**src/rtl/gamma_cycle_sequencer.sv**
```systemverilog
// rtl/gamma_cycle_sequencer.sv - gamma-cycle sequencer for one exclusive_max race-logic unit
// Optional macro GAMMA_SEQ_QIN_REG_EN registers q_in before capture and stretches RUN by one cycle.
module gamma_cycle_sequencer #(
  parameter int GAMMA_CYCLE_WIDTH = 16,
  parameter int PULSE_WIDTH       = 8,
  localparam int TW               = $clog2(GAMMA_CYCLE_WIDTH)
) (
  input  logic          aclk,
  input  logic          grst,
  input  logic          in_valid,
  output logic          in_ready,
  input  logic [TW-1:0] a_time,
  input  logic [TW-1:0] b_time,
  input  logic          a_null,
  input  logic          b_null,
  output logic          gamma_rst,
  output logic          a_spike,
  output logic          b_spike,
  input  logic          q_in,
  output logic          out_valid,
  input  logic          out_ready,
  output logic [TW-1:0] out_time,
  output logic          out_null,
  output logic          busy
);

  // One extra counter bit so cnt can reach GAMMA_CYCLE_WIDTH and time+PULSE_WIDTH never overflows.
  localparam int CW = TW + 1;
  localparam logic [CW-1:0] GCW = CW'(GAMMA_CYCLE_WIDTH);
  localparam logic [CW-1:0] PW  = CW'(PULSE_WIDTH);
`ifdef GAMMA_SEQ_QIN_REG_EN
  localparam logic [CW-1:0] LAST = CW'(GAMMA_CYCLE_WIDTH);
`else
  localparam logic [CW-1:0] LAST = CW'(GAMMA_CYCLE_WIDTH - 1);
`endif

  typedef enum logic [1:0] {IDLE, GRST, RUN, DONE} state_t;

  state_t        state, state_nx;
  logic [CW-1:0] cnt;
  logic [TW-1:0] a_t, b_t, res_time;
  logic          a_n, b_n, hit;
  logic          capture;
  logic [TW-1:0] cap_val;

`ifdef GAMMA_SEQ_QIN_REG_EN
  logic q_d;

  always_ff @(posedge aclk) begin
    if (grst) q_d <= 1'b0;
    else      q_d <= q_in;
  end

  // q_d at cnt=0 still reflects the GRST cycle, so it is not a valid hit.
  assign capture = (state == RUN) && (cnt != '0) && q_d && !hit;
  assign cap_val = TW'(cnt - CW'(1));
`else
  assign capture = (state == RUN) && q_in && !hit;
  assign cap_val = cnt[TW-1:0];
`endif

  function automatic logic pulse_on(input logic [CW-1:0] c, input logic [TW-1:0] t,
                                    input logic n);
    logic [CW-1:0] s;
    s = {1'b0, t};
    return !n && (c >= s) && (c < s + PW) && (c < GCW);
  endfunction

  always_ff @(posedge aclk) begin
    if (grst) begin
      state    <= IDLE;
      cnt      <= '0;
      a_t      <= '0;
      b_t      <= '0;
      a_n      <= 1'b0;
      b_n      <= 1'b0;
      hit      <= 1'b0;
      res_time <= '0;
    end else begin
      state <= state_nx;
      case (state)
        IDLE: if (in_valid) begin
          a_t      <= a_time;
          b_t      <= b_time;
          a_n      <= a_null || ({1'b0, a_time} >= GCW);
          b_n      <= b_null || ({1'b0, b_time} >= GCW);
          hit      <= 1'b0;
          res_time <= '0;
        end
        GRST: cnt <= '0;
        RUN: begin
          cnt <= cnt + CW'(1);
          if (capture) begin
            hit      <= 1'b1;
            res_time <= cap_val;
          end
        end
        default: ;
      endcase
    end
  end

  always_comb begin
    state_nx  = state;
    in_ready  = 1'b0;
    gamma_rst = 1'b0;
    a_spike   = 1'b0;
    b_spike   = 1'b0;
    out_valid = 1'b0;
    out_time  = '0;
    out_null  = 1'b0;
    case (state)
      IDLE: begin
        in_ready = 1'b1;
        if (in_valid) state_nx = GRST;
      end
      GRST: begin
        gamma_rst = 1'b1;
        state_nx  = RUN;
      end
      RUN: begin
        a_spike = pulse_on(cnt, a_t, a_n);
        b_spike = pulse_on(cnt, b_t, b_n);
        if (cnt == LAST) state_nx = DONE;
      end
      DONE: begin
        out_valid = 1'b1;
        out_time  = res_time;
        out_null  = !hit;
        if (out_ready) state_nx = IDLE;
      end
      default: state_nx = IDLE;
    endcase
  end

  assign busy = (state != IDLE);

endmodule

```
**config.mk**
```make
export PLATFORM = sky130hd
export DESIGN_NAME = gamma_cycle_sequencer
export DESIGN_NICKNAME = d
export VERILOG_FILES = /design/src/rtl/gamma_cycle_sequencer.sv
export SDC_FILE = /design/constraint.sdc
export NUM_CORES = 1
export LEC_CHECK = 0
export CORE_ASPECT_RATIO = 0.75
export CORE_MARGIN = 2
export CORE_UTILIZATION = 51
export DETAILED_ROUTE_END_ITERATION = 7
export MAX_ROUTING_LAYER = met4
export PLACE_DENSITY = 0.82
export SYNTH_ARGS = -nofsm -noshare
export SYNTH_HDL_FRONTEND = slang
export SYNTH_SLANG_ARGS = --single-unit
```
**constraint.sdc**
```tcl
create_clock -name aclk -period 2 [get_ports aclk]
set_clock_uncertainty 0.1 [all_clocks]
set_input_delay 0.4 -clock aclk [delete_from_list [all_inputs] [get_ports aclk]]
set_output_delay 0.4 -clock aclk [all_outputs]
set_load 0.02 [all_outputs]
```
==> impl_metrics.env <==
export IMPL_tightest_slew_ns=0.472
export IMPL_area_delta_synth_final_pct=56.0
export IMPL_crit_type="flop to output port"
export IMPL_r2r_slack_ns=0.09
export IMPL_crit_start="cnt[0]"
export IMPL_worstPathArrival_ns=1.82
export IMPL_insertion_delay_ns=0.32
export IMPL_p_switching_uw=883
export IMPL_power_internal_uw=1160
export IMPL_cp_required_ns=1.50
export IMPL_diodes=0
export IMPL_dp_hpwl_mm=2.70
export IMPL_maxCapViolCount=0
export IMPL_totalPowerFinal_uw=2050
export IMPL_path_cells="inv_4 > ha_4 > nand2b_4 > a2111oi_4 > buf_4 > nor4_4 > buf_4"
export IMPL_numCtsBuffers=3
export IMPL_yosys_warnings=0
export IMPL_seq_power_share_pct=27.3
export IMPL_coreArea_sq_um=2360
export IMPL_whs_endpoint="a_t[2]"
export IMPL_antenna_found_initial=0
export IMPL_grt_max_degree=15
export IMPL_rows=15
export IMPL_avgSynthCellArea_sq_um=8.13
export IMPL_avgViaCountPerCell=5.90
export IMPL_h_tree_depth=1
export IMPL_port_buffer_count=25
export IMPL_die_x_um=62.7
export IMPL_synth_commonest_cells="nand2_1, dfxtp_1, ha_1, inv_1, a21oi_1"
export IMPL_p_leak_uw=0.000853
export IMPL_yosysUniqueCellTypes=26
export IMPL_setup_ws_ns=-0.317
export IMPL_slew_headroom_pct=68.5
export IMPL_regToRegEndpoint="state[1]"
export IMPL_critPathMaxStageDelay_ns=0.39
export IMPL_grt_overflow=0
export IMPL_cts_tree="yes"
export IMPL_ios=26
export IMPL_clock_fmax_mhz=432
export IMPL_hold_path_cell_count=2
export IMPL_drc=0
export IMPL_switching_share_pct=43.2
export IMPL_worstHoldPathType="flop to flop"
export IMPL_synth_edf_count=0
export IMPL_synth_flop_cell="dfxtp_1"
export IMPL_post_route_period_util_pct=116
export IMPL_synth_seq_area_share_pct=33.4
export IMPL_synth_ff_latch_count=22
export IMPL_power_density_nw_per_um2=995
export IMPL_gp_congestion=0.893
export IMPL_wire_per_inst_um=19.5
export IMPL_outcome="finished, violations left"
export IMPL_layout_drive_gt1_share_pct=38.6
export IMPL_setup_viol=2
export IMPL_combPwrFrac_pct=62.2
export IMPL_drt_iter0_drc=176
export IMPL_rsz0062_at_grt="yes"
export IMPL_synth_area_leaders="dfxtp_1, ha_1, nand2_1"
export IMPL_initial_core_util_pct=55.7
export IMPL_crit_path_top_delay_cell="dfxtp_2"
export IMPL_clk_pin_slew_ns=0.14
export IMPL_synth_area_leader_cell="dfxtp_1"
export IMPL_syn_num_nets=195
export IMPL_yosysTopAreaCellShare_pct=33.4
export IMPL_crit_fanout=3
export IMPL_cp_top_family="buffers and inverters"
export IMPL_via_count=1439
export IMPL_grt_usage_pct=33.4
export IMPL_fp_dieH_um=48.0
export IMPL_clkPwrFrac_pct=10.5
export IMPL_violations="setup timing"
export IMPL_wirelength_mm=4.75
export IMPL_synthMostInstantiatedCell="nand2_1"
export IMPL_cts_root_buf="clkbuf_4"
export IMPL_hold_viol=0
export IMPL_endpoint_kind="output port"
export IMPL_grt_pass1_vias=1397
export IMPL_cp_buffers_inverters=3
export IMPL_period_needed_ns=2.32
export IMPL_startpoint_type="flop"
export IMPL_finalMaxSlewViolations=0
export IMPL_synth_area_sq_um=1320
export IMPL_place_ws_ns=-0.517
export IMPL_cpMostUsedCell="buf_4"
export IMPL_reg2reg_depth=7
export IMPL_peakVddDrop_v=0.000940
export IMPL_clock_path_buffers=2
export IMPL_grt_pass1_wl_mm=7.16
export IMPL_rr_startpoint="cnt[1]"
export IMPL_cts_sinks=22
export IMPL_min_from="a_t[2]"
export IMPL_async_flop_share_pct=0
export IMPL_num_nets_final=245
export IMPL_netlist_instances=162
export IMPL_drtAntennaViolNets=0
export IMPL_dr_pass1_iters=4
export IMPL_die_area_sq_um=3010
per-stage QoR:
stage / utilization (%) / hold WS (ns) / instances / cell area (sq um) / TNS, ns
3_5_place_dp: 75.9 / 0.350 / 239 / 1800 / -0.984
6_report: 86.9 / 0.373 / 244 / 2060 / -0.616
2_1_floorplan: - / 0.330 / 162 / 1350 / -0.0106
4_1_cts: 86.9 / 0.366 / 244 / 2060 / -0.518
3_3_place_gp: 75.9 / 0.341 / 239 / 1800 / -0.891
5_1_grt: 86.9 / 0.399 / 244 / 2060 / -0.731
cell usage in the layout, fill, tap and decap left out, types with 5 or more instances in the layout:
| cell | count |
|---|---|
| clkbuf_2 | 6 |
| dfxtp_1 | 11 |
| and2_1 | 6 |
| nand2_1 | 32 |
| dfxtp_2 | 9 |
| nand3_1 | 7 |
| nor2b_1 | 5 |
| ha_4 | 9 |
| inv_1 | 8 |
| inv_2 | 6 |
| clkdlybuf4s50_1 | 14 |
| mux2i_1 | 6 |
| a21oi_1 | 12 |
| ha_1 | 6 |
| buf_4 | 26 |
logic make-up (layout without fill, tap and decap cells):
group                    count (synthesis)  after routing  synth area share, %
flip-flops                              22             22                 33.4
adder cells (fa/ha/maj)                 18             18                 17.1
AND/OR/NAND/NOR                         71             71                 25.5
AO/OA/AOI/OAI                           25             25                 13.1
buffers and inverters                   19             67                 5.41
multiplexers                             7              7                 5.41
area by class of cell:
type | instances | area, sq um
Fill cell | 124 | 309
Tap cell | 34 | 42.5
Inverter | 15 | 58.8
Sequential cell | 22 | 459
Clock buffer | 3 | 22.5
Timing Repair Buffer | 49 | 392
Multi-Input combinational cell | 121 | 1080
timing repair:
action                                  4_1_cts  5_1_grt
gates resized for setup                      70       15
endpoints found under the setup margin       11        8
pin swaps                                    11        2
hold buffers                                  0        0
buffers inserted                              2        0
metal layers:
metal / wire, um / GRT usage [%] / vias to the layer above / share of wire (%)
met3: 416 / 7.06 / 26 / 8.8
met2: 2250 / 58.7 / 97 / 47
met1: 1900 / 39.3 / 673 / 40
li1: - / - / 643 / -
met5: 0 / - / - / 0
met4: 188 / 12.0 / 0 / 4.0
worst max-delay path by stage:
stage / endpoint / slack (ns) / cells past startpoint
5_1_grt: b_spike / -0.39 / 7
4_1_cts: a_spike / -0.26 / 6
3_3_place_gp: b_spike / -0.45 / 5
2_1_floorplan: b_spike / -0.01 / 5
3_5_place_dp: b_spike / -0.52 / 7
6_report: b_spike / -0.32 / 7
flip-flops by register name, summed over array words and instances (netlist names):
signal and cells:
cnt 5, a_t 4, b_t 4, res_time 4, state 2, a_n 1
b_n 1, hit 1
power by group through the flow:
stage	Combinational, uW	Sequential, uW	Clock (uW)
2_1_floorplan	644	550	0
3_3_place_gp	1030	546	0
3_5_place_dp	1060	551	0
5_1_grt	1340	564	231
6_report	1270	559	215
4_1_cts	1180	555	207
worst reg2reg max path: cells and delay by family (launching register included):
family	cells	cell delay, ns
buffers and inverters	1	0.15
flip-flops	1	0.42
adder cells (fa/ha/maj)	2	0.39
AND/OR/NAND/NOR	3	0.56
multiplexers	1	0.22
(Power assumes the default switching activity.)
